## config.mk

```make
export PLATFORM = sky130hd
export DESIGN_NAME = layernorm_seq
export DESIGN_NICKNAME = d
export VERILOG_FILES = /design/src/rtl/layernorm_seq_pkg.sv /design/src/rtl/layernorm_seq_cfg_burst.sv /design/src/rtl/layernorm_seq.sv
export SDC_FILE = /design/constraint.sdc
export NUM_CORES = 1
export LEC_CHECK = 0
export BUFFER_PORTS_ARGS = -buffer_cell sky130_fd_sc_hd__buf_2
export CAP_MARGIN = 20
export CORE_MARGIN = 4
export CORE_UTILIZATION = 40
export DETAILED_ROUTE_END_ITERATION = 10
export PLACE_DENSITY = 0.65
export SYNTH_ARGS = -nofsm -noshare
export SYNTH_HDL_FRONTEND = slang
export SYNTH_SLANG_ARGS = --single-unit
export TNS_END_PERCENT = 30
```

## constraint.sdc

```tcl
create_clock -name clk -period 3.1 [get_ports clk]
set_clock_uncertainty 0.15 [all_clocks]
set_input_delay 0 -clock clk [delete_from_list [all_inputs] [get_ports clk]]
set_output_delay 0 -clock clk [all_outputs]
set_load 0.02 [all_outputs]
```

## src/rtl/layernorm_seq_pkg.sv

```systemverilog
// rtl/layernorm_seq_pkg.sv - sequencer state encoding and parameter-memory timing shared by layernorm_seq
package transformer_pkg;

    typedef enum logic [1:0] {
        IDLE,
        LOAD,
        RUN,
        DONE
    } ln_seq_state_e;

    localparam int LN_PM_RD_LAT = 1;

endpackage

```

## src/rtl/layernorm_seq_cfg_burst.sv

```systemverilog
// rtl/layernorm_seq_cfg_burst.sv - gamma/beta burst: parameter-memory read counter and one-cycle read-to-cfg-write stage
module ln_cfg_burst #(
    parameter int DIM    = 64,
    parameter int DATA_W = 16,
    parameter int AW     = 9,
    localparam int CW    = $clog2(2 * DIM)
) (
    input  logic              clk,
    input  logic              rst_n,
    input  logic              i_go,
    input  logic [AW-1:0]     i_base,
    input  logic [DATA_W-1:0] i_pm_rdata,
    output logic              o_pm_req,
    output logic [AW-1:0]     o_pm_addr,
    output logic              o_cfg_we,
    output logic [CW-1:0]     o_cfg_addr,
    output logic [DATA_W-1:0] o_cfg_wdata,
    output logic              o_last
);

    localparam logic [CW-1:0] K_LAST = CW'(2 * DIM - 1);

    logic          r_req;
    logic [CW-1:0] r_k;
    logic [AW-1:0] r_addr;
    logic          r_we;
    logic [CW-1:0] r_waddr;

    always_ff @(posedge clk or negedge rst_n) begin
        if (!rst_n) begin
            r_req   <= 1'b0;
            r_k     <= '0;
            r_addr  <= '0;
            r_we    <= 1'b0;
            r_waddr <= '0;
        end else begin
            // Write stage trails the read strobe by the memory read latency
            r_we    <= r_req;
            r_waddr <= r_k;
            if (i_go) begin
                r_req  <= 1'b1;
                r_k    <= '0;
                r_addr <= i_base;
            end else if (r_req) begin
                if (r_k == K_LAST) begin
                    r_req <= 1'b0;
                end else begin
                    r_k    <= r_k + CW'(1);
                    r_addr <= r_addr + AW'(1);
                end
            end
        end
    end

    assign o_pm_req    = r_req;
    assign o_pm_addr   = r_addr;
    assign o_cfg_we    = r_we;
    assign o_cfg_addr  = r_waddr;
    assign o_cfg_wdata = i_pm_rdata;
    assign o_last      = r_we && (r_waddr == K_LAST);

endmodule

```

## src/rtl/layernorm_seq.sv

```systemverilog
// rtl/layernorm_seq.sv - layernorm sequencer: gamma/beta burst load then token gating; LN_SKIP_RELOAD_EN skips reloading the resident layer
module layernorm_seq
    import transformer_pkg::*;
#(
    parameter int DIM        = 64,
    parameter int DATA_W     = 16,
    parameter int NUM_LAYERS = 4,
    parameter int TOK_W      = 16,
    localparam int LW        = (NUM_LAYERS > 1) ? $clog2(NUM_LAYERS) : 1,
    localparam int AW        = $clog2(NUM_LAYERS * 2 * DIM),
    localparam int CW        = $clog2(2 * DIM)
) (
    input  logic              clk,
    input  logic              rst_n,
    input  logic              start,
    input  logic [LW-1:0]     layer_id,
    input  logic [TOK_W-1:0]  num_tokens,
    output logic              busy,
    output logic              done,
    output logic [TOK_W-1:0]  tok_left,
    output logic              pm_req,
    output logic [AW-1:0]     pm_addr,
    input  logic [DATA_W-1:0] pm_rdata,
    output logic              ln_cfg_we,
    output logic [CW-1:0]     ln_cfg_addr,
    output logic [DATA_W-1:0] ln_cfg_wdata,
    input  logic              s_valid,
    output logic              s_ready,
    output logic              ln_valid_in,
    input  logic              ln_valid_out,
    output logic              m_valid,
    input  logic              m_ready
);

    ln_seq_state_e  r_state;
    ln_seq_state_e  w_state_nxt;
    logic [TOK_W-1:0] r_tok_left;
    logic [TOK_W-1:0] r_num_tok;
    logic           w_accept;
    logic           w_skip_hit;
    logic           w_go;
    logic           w_last;
    logic           w_run;
    logic           w_fire;
    logic [AW-1:0]  w_base;

    assign w_accept = (r_state == IDLE) && start;
    assign w_base   = AW'(layer_id) * AW'(2 * DIM);

`ifdef LN_SKIP_RELOAD_EN
    logic          r_loaded;
    logic [LW-1:0] r_last_layer;

    assign w_skip_hit = r_loaded && (layer_id == r_last_layer);

    always_ff @(posedge clk or negedge rst_n) begin
        if (!rst_n) begin
            r_loaded     <= 1'b0;
            r_last_layer <= '0;
        end else if (w_go) begin
            r_loaded     <= 1'b0;
            r_last_layer <= layer_id;
        end else if (r_state == LOAD && w_last) begin
            r_loaded <= 1'b1;
        end
    end
`else
    assign w_skip_hit = 1'b0;
`endif

    assign w_go = w_accept && !w_skip_hit;

    ln_cfg_burst #(
        .DIM    (DIM),
        .DATA_W (DATA_W),
        .AW     (AW)
    ) u_burst (
        .clk         (clk),
        .rst_n       (rst_n),
        .i_go        (w_go),
        .i_base      (w_base),
        .i_pm_rdata  (pm_rdata),
        .o_pm_req    (pm_req),
        .o_pm_addr   (pm_addr),
        .o_cfg_we    (ln_cfg_we),
        .o_cfg_addr  (ln_cfg_addr),
        .o_cfg_wdata (ln_cfg_wdata),
        .o_last      (w_last)
    );

    // Tokens only move in RUN so gamma/beta never change under a live vector
    assign w_run       = (r_state == RUN);
    assign s_ready     = m_ready & w_run;
    assign ln_valid_in = s_valid & w_run;
    assign m_valid     = ln_valid_out & w_run;
    assign w_fire      = s_valid & s_ready;

    always_ff @(posedge clk or negedge rst_n) begin
        if (!rst_n) begin
            r_state <= IDLE;
        end else begin
            r_state <= w_state_nxt;
        end
    end

    always_comb begin
        w_state_nxt = r_state;
        unique case (r_state)
            IDLE: begin
                if (start) begin
                    if (w_skip_hit) begin
                        w_state_nxt = (num_tokens == '0) ? DONE : RUN;
                    end else begin
                        w_state_nxt = LOAD;
                    end
                end
            end
            LOAD: begin
                if (w_last) begin
                    w_state_nxt = (r_num_tok == '0) ? DONE : RUN;
                end
            end
            RUN: begin
                if (w_fire && r_tok_left == TOK_W'(1)) begin
                    w_state_nxt = DONE;
                end
            end
            DONE: begin
                w_state_nxt = IDLE;
            end
            default: begin
                w_state_nxt = IDLE;
            end
        endcase
    end

    always_ff @(posedge clk or negedge rst_n) begin
        if (!rst_n) begin
            r_tok_left <= '0;
            r_num_tok  <= '0;
        end else begin
            if (w_accept) begin
                r_num_tok <= num_tokens;
                if (w_skip_hit) begin
                    r_tok_left <= num_tokens;
                end
            end else if (r_state == LOAD && w_last) begin
                r_tok_left <= r_num_tok;
            end else if (w_run && w_fire) begin
                r_tok_left <= r_tok_left - TOK_W'(1);
            end
        end
    end

    always @(posedge clk) begin
        if (rst_n && w_accept) begin
            assert (32'(layer_id) < NUM_LAYERS);
        end
    end

    assign busy     = (r_state != IDLE);
    assign done     = (r_state == DONE);
    assign tok_left = r_tok_left;

endmodule

```

==> summary.md <==
| Metric | Value |
|---|---|
| Routed Antenna Nets | `0` |
| Max Cap Viol | `0` |
| First-pass GRT wire length | `approximately 13 mm` |
| CTS tree | `done` |
| Row count | `31` |
| P_leak | `around 1.9 nW` |
| Die height | `around 95 um` |
| Status | `completed` |
| CP Capture Type | `register` |
| Gates resized, CTS repair | `0` |
| Final Setup Violations | `0` |
| Met3 usage | `under 10%` |
| Commonest non-fill, non-tap cell in the layout | `buf_2` |
| Clk buf depth | `2` |
| Most Crowded Layer GR | `met2` |
| Clk sinks | `59` |
| M1 GR Usage | `a little under a quarter` |
| CTS clk-pin slew, worst paths | `around 0.070 ns` |
| CP cell instances | `inv_1 > ha_1 > and2_1 > nor2_1 > a21oi_1 > o21ai_0 > o21ai_0` |
| Fillers | `689` |
| Worst skew pair latency | `0.33 ns` |
| Die width | `94.8 um` |
| Vias in the first global route | `~2600` |
| Most frequent CP cell | `o21ai_0` |
| Max-slew headroom | `between 30% and 40%` |
| Crit path DAT | `approximately 2.5 ns` |
| Routing usage on met2 | `between 20% and 30%` |
| H-tree levels | `3` |
| CP Buf/Inv Count | `1` |
| Hold Crit Class | `in -> reg` |
| GR Overflow Total | `0` |
| Max Clk Rate | `a little over 0.4 GHz` |
| Synth Cell Area | `about 3000 um^2` |
| WL/cell | `between 10 and 15 um` |
| Largest net degree at the start of global routing | `~40` |
| Worst-path fanout max | `18` |
| Crit path max-delay family | `compound AO/OA/AOI/OAI gates` |
| Mapped Nets | `approximately 380` |
| CP max-delay cell | `a21oi_1` |
| Nets | `460` |
| Synth Area in Compound Gates | `a little under an eighth` |
| Post-synthesis register bit count | `between 50 and 60` |
| Most frequent cells in the layout | `buf_2, nand2_1, dfrtp_1` |
| Placement-stage cell area | `about 3300 um^2` |
| Post-Synthesis Cells | `approximately 330` |
| Period utilisation layout | `78.1%` |
| Total CTS buffers | `9` |
| Die ar. | `approximately 9000 um^2` |
| Max-slew violation count | `0` |
| Initial antenna violation count | `0` |
| Total power | `between 3 and 4 mW` |
| Total iterations of the first detailed-routing run | `4` |
| Main combinational cell family by area after synthesis | `simple AND/OR/NAND/NOR gates` |
| Ys async rst share | `100%` |
| Avg Synthesized Cell Area | `between 9 and 10 um^2` |
| # IOs | `95` |
| Routability cong. | `about 0.88` |
| Required time worst endpoint | `about 3.2 ns` |
| Hold Fails Final Rpt | `0` |
| Sequential share of the synthesized area | `about half` |
| Post-DP HPWL | `approximately 5.1 mm` |
| Min Tclk post-route | `about 2.4 ns` |
| Simple-Gate Fraction of Synth Area | `a little under a quarter` |
| Post-Synth Adder-Cell Area | `~3.7%` |
| Number of synthesized flops with an enable pin | `0` |
| Peak supply drop | `around 0.34 mV` |
| Final Non-Filler Cells | `516` |
| Largest stage delay, worst path | `~0.80 ns` |
| DR iter-0 viols | `approximately 140` |
| Vias | `~2700` |
| Placed cell count | `464` |
| Core Area | `roughly 7300 um^2` |
| Share of layout cells above drive strength 1 | `approximately 22%` |
| Gr usage total | `~18%` |
| I/O Buffers | `62` |
| Post-Synth XOR/XNOR Area | `approximately 3.8%` |
| TNS Setup | `0 ns` |
| Netlist cell types | `44` |
| Root buf cell | `clkbuf_8` |
| Design Area, Final | `slightly below 4000 um^2` |
| WS Path Type | `reg -> reg` |
| Ys Warns | `0` |
| P&R area growth vs syn | `29.1%` |
| Actual slew at the worst max-slew pin | `1.01 ns` |
| RSZ-0062 raised after global routing | `false` |
| Starting Density | `approximately two fifths` |
| Predominant post-synthesis flop cell | `dfrtp_1` |
| WL final | `between 7 and 8 mm` |
| DRC | `0` |
| Pwr dens | `around 930 nW/um^2` |
| Mux cell area share after synthesis | `under 10%` |
| Startpoint types | `register` |
| Via density | `5.15` |
## registers in the layout, indices dropped and copies added, names as in the netlist
name,flops
r_num_tok,16
r_state,2
tok_left,16
u_burst.o_cfg_addr,7
u_burst.o_cfg_we,1
u_burst.o_pm_addr,9
u_burst.o_pm_req,1
u_burst.r_k,7
## layer usage
metal | vias to the layer above | part of all wire [%]
met1 | 1267 | 44
li1 | 1292 | -
met2 | 84 | 49
met4 | 0 | 2.1
met5 | - | 0
met3 | 12 | 4.5
## cells by family after synthesis
group,count (synthesis)
AND/OR/NAND/NOR,147
flip-flops,59
AO/OA/AOI/OAI,58
buffers and inverters,39
XOR/XNOR,13
adder cells (fa/ha/maj),9
multiplexers,3
## stage by stage
step / setup WS, ns / util (%) / hold WS (ns)
after floorplan: 0.851 / - / -0.446
after global placement: 0.771 / 45.4 / -0.150
after detailed placement: 0.700 / 45.4 / -0.150
after CTS: 0.698 / 53.4 / 0.0284
after global routing: 0.355 / 53.4 / 0.0883
final: 0.680 / 53.4 / 0.0542
## cells in the mapped netlist, types with 2 or more instances
cell type / count / share of area [%]
nor3_1: 11 / 1.8
or3_1: 2 / 0.41
nand4_1: 10 / 2.1
nor2_1: 29 / 3.6
o311ai_0: 3 / 0.87
mux2_2: 2 / 0.75
o21ai_0: 21 / 3.5
and3_1: 4 / 0.83
nand2_1: 61 / 7.6
a41oi_1: 3 / 0.87
buf_2: 5 / 0.83
nand3_1: 11 / 1.8
a21oi_1: 18 / 3.0
nor4_1: 7 / 1.5
ha_1: 9 / 3.7
dfrtp_1: 59 / 49
buf_4: 16 / 4.0
o2bb2ai_1: 2 / 0.58
xor2_1: 11 / 3.2
inv_1: 9 / 1.1
and2_1: 4 / 0.83
xnor2_1: 2 / 0.58
clkbuf_1: 8 / 1.0
## worst min-delay path, stage by stage
cell and delay, ns:
buf_2 0.10, nand3_1 0.09, nor2_1 0.12, nand3_1 0.09
nand3_1 0.07
## layout make-up
type                       count  area [um^2]  area share (%)
antenna                        1         2.50          0.0643
clock buffer                  12          155            3.98
sequential                    59         1480            37.9
tap                           99          124            3.18
multi-input combinational    230         1330            34.2
clock inverter                 4         72.6            1.86
inverter                       9         33.8           0.868
timing repair buffer         102          698            17.9
## path summary, 6_finish.rpt
kind	start	endpoint	slack (ns)	depth (start not counted)
max reg2reg	r_state[0]	tok_left[10]	0.68	7
min in group asynchronous	rst_n	u_burst.o_pm_addr[5]	0.11	2
min	s_valid	tok_left[13]	0.05	5
max in group asynchronous	rst_n	u_burst.o_cfg_addr[6]	1.84	3
max	r_state[0]	tok_left[10]	0.68	7
min reg2reg	u_burst.o_pm_req	u_burst.o_cfg_we	0.29	0
## where the power goes
group	switching, mW	leakage [nW]	internal [mW]
clock network	0.295	0.113	0.495
registers	0.354	0.742	1.08
logic	0.849	1.01	0.567
total	1.50	1.86	2.14
## timing repair
| item | 4_1_cts | 5_1_grt |
|---|---|---|
| hold buffers | 35 | 0 |
| endpoints found under the hold margin | 65 | 0 |
| buffers inserted | 0 | 0 |
(Power assumes the default switching activity.)
